`src/rtl/sdram_arb_pkg.sv`:
```
// sdram_arb_pkg: shared state encoding, bus widths and command record for the
// SDRAM port arbiter.
package sdram_arb_pkg;

    localparam int SDRAM_AW = 21;
    localparam int SDRAM_DW = 32;

    typedef enum logic [1:0] {IDLE, ISSUE, WAIT_RD, DONE} state_e;

    typedef struct packed {
        logic                  we;
        logic [SDRAM_AW-1:0]   addr;
        logic [SDRAM_DW-1:0]   wdata;
        logic [SDRAM_DW/8-1:0] be;
    } cmd_t;

endpackage

```
`src/rtl/sdram_arb_pick.sv`:
```
// sdram_arb_pick: combinational winner selection between loader (0) and CPU (1).
// SDRAM_ARB_RR_EN selects round-robin; otherwise fixed priority with a burst limit.
module sdram_arb_pick #(
    parameter int MAX_BURST = 8,
    parameter int CW        = $clog2(MAX_BURST + 1)
) (
    input  logic          req0,
    input  logic          req1,
    input  logic          init_done,
`ifdef SDRAM_ARB_RR_EN
    input  logic          rr_ptr,
`else
    input  logic          last_owner,
    input  logic [CW-1:0] burst_cnt,
`endif
    output logic          valid,
    output logic          sel
);

    logic e1;

    always_comb begin
        e1    = req1 & init_done;
        valid = req0 | e1;
`ifdef SDRAM_ARB_RR_EN
        sel   = (req0 & e1) ? rr_ptr : e1;
`else
        // port 0 only yields to a waiting port 1 after a full burst of its own
        sel   = (req0 & e1) ? (!last_owner && burst_cnt >= CW'(MAX_BURST)) : e1;
`endif
    end

endmodule

```
`src/rtl/sdram_port_arbiter.sv`:
```
// sdram_port_arbiter: serialises loader and CPU word accesses onto the single
// SDRAM controller port, one outstanding access. Macro SDRAM_ARB_RR_EN = round-robin.
module sdram_port_arbiter
    import sdram_arb_pkg::*;
#(
    parameter int AW        = SDRAM_AW,
    parameter int DW        = SDRAM_DW,
    parameter int MAX_BURST = 8
) (
    input  logic            clk,
    input  logic            rst,
    input  logic            init_done,
    input  logic            m0_req,
    input  logic            m0_we,
    input  logic [AW-1:0]   m0_addr,
    input  logic [DW-1:0]   m0_wdata,
    input  logic [DW/8-1:0] m0_be,
    output logic            m0_ack,
    output logic [DW-1:0]   m0_rdata,
    input  logic            m1_req,
    input  logic            m1_we,
    input  logic [AW-1:0]   m1_addr,
    input  logic [DW-1:0]   m1_wdata,
    input  logic [DW/8-1:0] m1_be,
    output logic            m1_ack,
    output logic [DW-1:0]   m1_rdata,
    output logic            ctl_req,
    output logic            ctl_we,
    output logic [AW-1:0]   ctl_addr,
    output logic [DW-1:0]   ctl_wdata,
    output logic [DW/8-1:0] ctl_be,
    input  logic            ctl_ack,
    input  logic            ctl_rvalid,
    input  logic [DW-1:0]   ctl_rdata,
    output logic [1:0]      grant
);

    localparam int CW = $clog2(MAX_BURST + 1);

    state_e        state_q, state_d;
    cmd_t          cmd_q, cmd_d;
    logic          owner_q, owner_d;
    logic [1:0]    grant_q, grant_d;
    logic [1:0]    ack_q, ack_d;
    logic [DW-1:0] rdata0_q, rdata0_d, rdata1_q, rdata1_d;
    logic          pick_valid, pick_sel, start, capture;
`ifdef SDRAM_ARB_RR_EN
    logic          ptr_q, ptr_d;
`else
    logic [CW-1:0] cnt_q, cnt_d;
`endif

    sdram_arb_pick #(.MAX_BURST(MAX_BURST)) u_pick (
        .req0      (m0_req),
        .req1      (m1_req),
        .init_done (init_done),
`ifdef SDRAM_ARB_RR_EN
        .rr_ptr    (ptr_q),
`else
        .last_owner(owner_q),
        .burst_cnt (cnt_q),
`endif
        .valid     (pick_valid),
        .sel       (pick_sel)
    );

    always_ff @(posedge clk or posedge rst) begin
        if (rst) begin
            state_q  <= IDLE;
            cmd_q    <= '0;
            owner_q  <= 1'b0;
            grant_q  <= '0;
            ack_q    <= '0;
            rdata0_q <= '0;
            rdata1_q <= '0;
`ifdef SDRAM_ARB_RR_EN
            ptr_q    <= 1'b0;
`else
            cnt_q    <= '0;
`endif
        end else begin
            state_q  <= state_d;
            cmd_q    <= cmd_d;
            owner_q  <= owner_d;
            grant_q  <= grant_d;
            ack_q    <= ack_d;
            rdata0_q <= rdata0_d;
            rdata1_q <= rdata1_d;
`ifdef SDRAM_ARB_RR_EN
            ptr_q    <= ptr_d;
`else
            cnt_q    <= cnt_d;
`endif
        end
    end

    always_comb begin
        state_d = state_q;
        case (state_q)
            IDLE:    state_d = pick_valid ? ISSUE : IDLE;
            ISSUE:   if (ctl_ack) state_d = (cmd_q.we || ctl_rvalid) ? DONE : WAIT_RD;
            WAIT_RD: if (ctl_rvalid) state_d = DONE;
            default: state_d = IDLE;
        endcase
    end

    always_comb begin
        start    = state_q == IDLE && pick_valid;
        capture  = !cmd_q.we && ctl_rvalid && ((state_q == ISSUE && ctl_ack) || state_q == WAIT_RD);
        cmd_d    = !start ? cmd_q :
                   pick_sel ? cmd_t'{we: m1_we, addr: m1_addr, wdata: m1_wdata, be: m1_be}
                            : cmd_t'{we: m0_we, addr: m0_addr, wdata: m0_wdata, be: m0_be};
        owner_d  = start ? pick_sel : owner_q;
        grant_d  = start ? (pick_sel ? 2'b10 : 2'b01) : (state_q == DONE ? 2'b00 : grant_q);
        // ack is registered on entry to DONE so it is high exactly while in DONE
        ack_d    = state_d == DONE ? (owner_q ? 2'b10 : 2'b01) : 2'b00;
        rdata0_d = (capture && !owner_q) ? ctl_rdata : rdata0_q;
        rdata1_d = (capture && owner_q) ? ctl_rdata : rdata1_q;
`ifdef SDRAM_ARB_RR_EN
        ptr_d    = state_q == DONE ? !owner_q : ptr_q;
`else
        cnt_d    = !start ? cnt_q :
                   (pick_sel == owner_q && cnt_q != '0) ?
                       (cnt_q == CW'(MAX_BURST) ? cnt_q : cnt_q + CW'(1)) : CW'(1);
`endif
    end

    assign ctl_req   = state_q == ISSUE;
    assign ctl_we    = cmd_q.we;
    assign ctl_addr  = cmd_q.addr;
    assign ctl_wdata = cmd_q.wdata;
    assign ctl_be    = cmd_q.be;
    assign m0_ack    = ack_q[0];
    assign m1_ack    = ack_q[1];
    assign m0_rdata  = rdata0_q;
    assign m1_rdata  = rdata1_q;
    assign grant     = grant_q;

endmodule

```
`config.mk`:
```
export PLATFORM = sky130hd
export DESIGN_NAME = sdram_port_arbiter
export DESIGN_NICKNAME = d
export VERILOG_FILES = /design/src/rtl/sdram_arb_pkg.sv /design/src/rtl/sdram_arb_pick.sv /design/src/rtl/sdram_port_arbiter.sv
export SDC_FILE = /design/constraint.sdc
export NUM_CORES = 1
export LEC_CHECK = 0
export ABC_AREA = 1
export ABC_CLOCK_PERIOD_IN_PS = 10880
export CORE_MARGIN = 4
export CORE_UTILIZATION = 25
export DETAILED_ROUTE_END_ITERATION = 7
export GPL_ROUTABILITY_DRIVEN = 0
export SKIP_CTS_REPAIR_TIMING = 1
export SYNTH_ARGS = -nofsm -noshare
export SYNTH_HDL_FRONTEND = slang
export SYNTH_SLANG_ARGS = --single-unit
export TNS_END_PERCENT = 50
```
`constraint.sdc`:
```
create_clock -name clk -period 10.88 [get_ports clk]
set_input_delay 1.632 -clock clk [delete_from_list [all_inputs] [get_ports clk]]
set_output_delay 1.632 -clock clk [all_outputs]
set_load 0.01 [all_outputs]
```
Word level (Yosys, flattened, before mapping)
Index checks and enable logic that the tools add are counted.

storage, ports and cells
  input port bits = 155
  flip-flop bits (word level) = 133
  logic and storage cells = 53
  output and inout bits = 127

operators by class
  magnitude comparators = 1
  reduce and logical (&&, ||, !) cells = 16
  bitwise gates (word level) = 3
  add/subtract/negate cells = 1
  multiplexer cells = 14
  equality and inequality tests = 7

operator list
  kind                 count
  $mux 58              1
  $mux 2               7
  $logic_and 1x1->1    8
  $mux 4               2
  $eq 2x2->1 const B   3
  $pmux 2 s3           1
  $add 4x1->4 const B  1
  $eq 4x4->1 const B   1
  $ge 4x4->1 const B   1
  $reduce_bool 4->1    1
  $mux 1               3
  $and 1x1->1          2
  $eq 2x1->1 const B   1
  $logic_not 1->1      2
  $logic_not 2->1      1
  $logic_or 1x1->1     2
  $ne 2x2->1 const B   1
  $reduce_and 2->1     1
  $reduce_bool 2->1    1
  $eq 1x1->1           1
  $or 1x1->1           1

Logic depth before layout (Yosys ltp)
  depth after elaboration = 7
  gate-level depth with buffers = 10
  gate-level depth less buffers = 10

Cells and area by module
A second synthesis with hierarchy kept.

second synthesis, totals
  cells, all modules = 683
  area total of the unflattened synthesis = 5770.5 sq um

modules (own cells, without submodules)
  module              cells each  seq. area each (sq um)  area each (sq um)  times used
  sdram_port_arbiter  677         3328.2                  5743.0             1
  sdram_arb_pick      6           0.0                     27.5               1

Worst setup path after synthesis
Ideal clock, no wire load.

  path kind = input to register
  from = input ctl_rvalid
  to = register rdata0_q[0], in the netlist m0_rdata[0]
  data required time = 10.762 ns
  data arrival time = 2.395 ns
  path buffers = 1
  slack = 8.367 ns
  stages = 6
  library setup time = 0.118 ns
  cell sequence = inv_1 > nor2_1 > nand3_4 > buf_6 > nand2_1 > o21ai_2

on the way
  cells in the longest elaborated chain, start to end = 3

ends and longest elaborated chain
  what                             RTL line                   RTL
  from (decl)                      sdram_port_arbiter.sv:33   input logic ctl_rvalid,
  $logic_and 1x1->1 (2 in series)  sdram_port_arbiter.sv:109  capture = !cmd_q.we && ctl_rvalid && ((state_q == ISSUE && ctl_ack) || state_q == WAIT_RD);
  $logic_and 1x1->1                sdram_port_arbiter.sv:117  rdata0_d = (capture && !owner_q) ? ctl_rdata : rdata0_q;
  to (signal assigned)             sdram_port_arbiter.sv:87   rdata0_q <= rdata0_d;
  to (decl)                        sdram_port_arbiter.sv:45   logic [DW-1:0] rdata0_q, rdata0_d, rdata1_q, rdata1_d;

Every way passes these cells.
A chain may end at the register's enable or synchronous reset.

Worst setup path in the final report
  from = input m0_req
  to = register cmd_q, in the netlist ctl_addr[6]

on the way
  cells in the longest elaborated chain, start to end = 3
  elaborated cells on any way between the ends = 5
  classes of those cells = 2 x mux; 2 x bitwise; 1 x reduce/logical

ends and longest elaborated chain
  what                  RTL line                   RTL
  from (decl)           sdram_port_arbiter.sv:13   input logic m0_req,
  $and 1x1->1           sdram_arb_pick.sv:29       sel = (req0 & e1) ? (!last_owner && burst_cnt >= CW'(MAX_BURST)) : e1;
  $mux 1                sdram_arb_pick.sv:29
  $mux 58               sdram_port_arbiter.sv:111  pick_sel ? cmd_t'{we: m1_we, addr: m1_addr, wdata: m1_wdata, be: m1_be}
  to (signal assigned)  sdram_port_arbiter.sv:83   cmd_q <= cmd_d;
  to (decl)             sdram_port_arbiter.sv:41   cmd_t cmd_q, cmd_d;

Parallel ways exist; a longest one is shown, timed or not.

==> impl_metrics.csv <==
group,metric,value,unit
timing,tightest_slew,0.961,ns
power,pwr_density_cell,270,mW/mm^2
finish,nNetsFinal,1056,
route,wl_met2,8.32,mm
logic_synthesis,syn_avg_cell_area,9.25,um^2
placed_design,port_buffers,281,
logic_synthesis,ys_ff_latch,133,
logic_synthesis,synth.most_common_cell,"nand2_1",
critical_path,cp_common_cell,"nand2_1",
global_route,grt_start_max_net_pins,72,
global_route,antenna_found_initial,0,
power,finalPower,0.00252,W
logic_synthesis,synth-simple-area-share,0.262,
logic_synthesis,netlist_top_cells_count,"nand2_1, dfrtp_1, nand3_1",
placed_design,hpwl,12.5,mm
logic_synthesis,yosysSeqAreaShare,0.574,
logic_synthesis,syn-cell-area,0.00580,mm^2
die,placementRows,55,
logic_synthesis,ys_warn_count,0,
route,vias_per_cell,4.23,
timing,grt_setup_unrepaired,"no",
cts,numCtsBuffers,17,
cts,clock_sinks,133,
critical_path,regToRegEndpoint,"ctl_addr[6]",
route,routed.top_layer,"met4",
logic_synthesis,synth-edff-count,0,
global_route,grt_pass1_wl,28.3,mm
critical_path,worst_ep_arrival_time,4.19,ns
global_route,gr-usage-all-layers,0.137,
critical_path,r2r_slack,8.29,ns
logic_synthesis,syn_inst,627,
power,ir_worst_vdd,0.0922,mV
route,final_antenna_net_count,0,
logic_synthesis,muxShareOfSynthArea,0,
critical_path,crit_start,"m0_req",
timing,fin_crit,3.86,ns
logic_synthesis,syn-num-nets,784,
timing,maxSlewHeadroom,0.359,
critical_path,reg2regPathDepth,5,
route,drc,0,
logic_synthesis,synth_compound_area_frac,0.0807,
critical_path,cp-end-kind,"register",
logic_synthesis,synth-adder-area-share,0.00431,
critical_path,crit_family,"simple AND/OR/NAND/NOR gates",
logic_synthesis,synth_cell_type_count,27,
critical_path,cp_slowest_cell,"nor2_8",
timing,fmax,259,MHz
critical_path,slowest_delay,0.99,ns
power,p_leak,4.23,nW
global_route,grt_overflow,0,
critical_path,crit-reg2reg-launch,"state_q[1]",
critical_path,crit_type,"primary input to register",
logic_synthesis,synth_xor_xnor_area_share,0.00302,
logic_synthesis,async_flop_share,1.00,
route,vias,5058,
flow_run,cap_violations,0,
hold_path,min_path_type,"register to register",
critical_path,worstPathRequired,11.21,ns
timing,slew_violations,0,
critical_path,crit_chain,"clkdlybuf4s50_1 > inv_1 > nand2_1 > nand3_4 > nor2_8 > nand2_1 > nand3_1",
route,dr.first_iter.drc_count,343,
critical_path,path_depth,7,
finish,drive_above_1_share,0.105,
timing,tns,0,ns
cts,htree_levels,4,
die,core-area,0.0227,mm^2
die,dieArea,0.0257,mm^2
cts,clk_path_buf_depth,2,
die,io_pins,282,
cts,clock_latency,0.41,ns
timing,fin_crit_sh,0.355,
logic_synthesis,synth.area.top_cells,"dfrtp_1, nand2_1, nand3_1, o21ai_2, o21ai_1",
critical_path,crit_end,"ctl_addr[6]",
finish,final_core_util,0.410,
logic_synthesis,ys.flop_type,"dfrtp_1",
timing,hold_violations,0,
finish,areaGrowthSynthToFinish,60.4,%
timing,finalSetupViolCount,0,
route,wl_met1,7.49,mm
finish,n_fill_cell,2288,
route,wire_per_inst,14.7,um
critical_path,worstSetupStartpointType,"primary input",
route,first_pass_iters,5,
route,wl,17.6,mm
die,die_w,160,um
critical_path,path_max_fanout,64,
global_route,grt_pass1_vias,5244,
timing,fin_skew,0.0109,ns
cts,clk_pin_slew,0.07,ns
die,die_height,160,um
outcome,outcome,"finished clean",
die,start_util,0.255,
route,dr_wl_met3,1.45,mm
cts,cts-root-buf,"clkbuf_16",
cts,cts_tree,"yes",
logic_synthesis,synth_top_family_by_area,"simple AND/OR/NAND/NOR gates",
critical_path,critPathBufInv,2,
finish,antenna_cells,0,
logic_synthesis,yosysTopAreaCell,"dfrtp_1",
logic_synthesis,netlist.area_leader.share,0.574,
## cell type report
type | count | area, um^2 | share of cell area
sequential | 133 | 3330 | 0.358
timing repair buffer | 283 | 2830 | 0.304
multi-input combinational | 414 | 2030 | 0.218
clock buffer | 18 | 439 | 0.0472
tap | 285 | 357 | 0.0383
inverter | 50 | 195 | 0.0210
clock inverter | 13 | 125 | 0.0134
## placed cells by master, fill, tap and decap left out, types with 2 or more instances in the layout
cell and count:
inv_6 5, nand3_2 10, inv_1 45, dfrtp_1 133, buf_4 2, nor2_4 2
inv_2 3, nor2_1 7, nand3_4 3, ha_1 2, o21ai_2 28, o21ai_1 36
nand3_1 55, clkdlybuf4s50_1 281, nand2_2 12, nand2_1 248, clkinvlp_4 5, clkinv_4 2
o21ai_0 4, clkbuf_16 17
## sequential cells by signal (all words and copies together), names as in the netlist
register / cells
ack_q: 2
m1_rdata: 32
grant: 2
ctl_be: 4
ctl_addr: 21
owner_q: 1
m0_rdata: 32
cnt_q: 4
ctl_we: 1
ctl_wdata: 32
state_q: 2
## per-stage QoR
step	hold slack, ns	cell area, um^2	instances	worst slack, ns
finish	0.480	9300	1196	7.02
global route	0.502	9300	1196	6.78
CTS	0.484	9300	1196	6.96
detailed placement	0.469	8740	1165	6.52
global placement	0.463	8740	1165	6.58
floorplan	0.496	5800	627	5.69
## report_power, final
group / switching [W] / internal (W) / total (W)
registers: 0.000136 / 0.000726 / 0.000862
clock network: 0.000233 / 0.000322 / 0.000555
logic: 0.000513 / 0.000586 / 0.00110
## per-layer routing
layer / up-vias / GRT usage
li1: 2523 / -
met1: 2321 / 0.173
met2: 191 / 0.218
met3: 23 / 0.0511
met4: 0 / 0.0473
met5: - / 0
## worst min path at each step
| stage | slack (ns) | cells past startpoint | end | start |
|---|---|---|---|---|
| final | 0.48 | 2 | m0_rdata[6] | m0_rdata[6] |
| after global routing | 0.50 | 2 | m0_rdata[0] | m0_rdata[0] |
| after CTS | 0.48 | 2 | m0_rdata[4] | m0_rdata[4] |
| after detailed placement | 0.47 | 2 | m1_rdata[23] | m1_rdata[23] |
| after global placement | 0.46 | 2 | m0_rdata[6] | m0_rdata[6] |
| after floorplan | 0.50 | 2 | cnt_q[1] | cnt_q[1] |
## worst register-to-register path, delay by kind of cell, from the launching register on
family	cells	cell delay (ns)
DFF	1	0.43
buffers and inverters	1	0.15
and+or+nand+nor	4	1.93
## kinds of logic after synthesis
kind of cell / Yosys count
xor+xnor: 2
buf+inv: 80
compound gates: 70
fa+ha+maj: 2
flops: 133
simple gates: 340
Note: power is estimated with default switching activity, not from simulation.
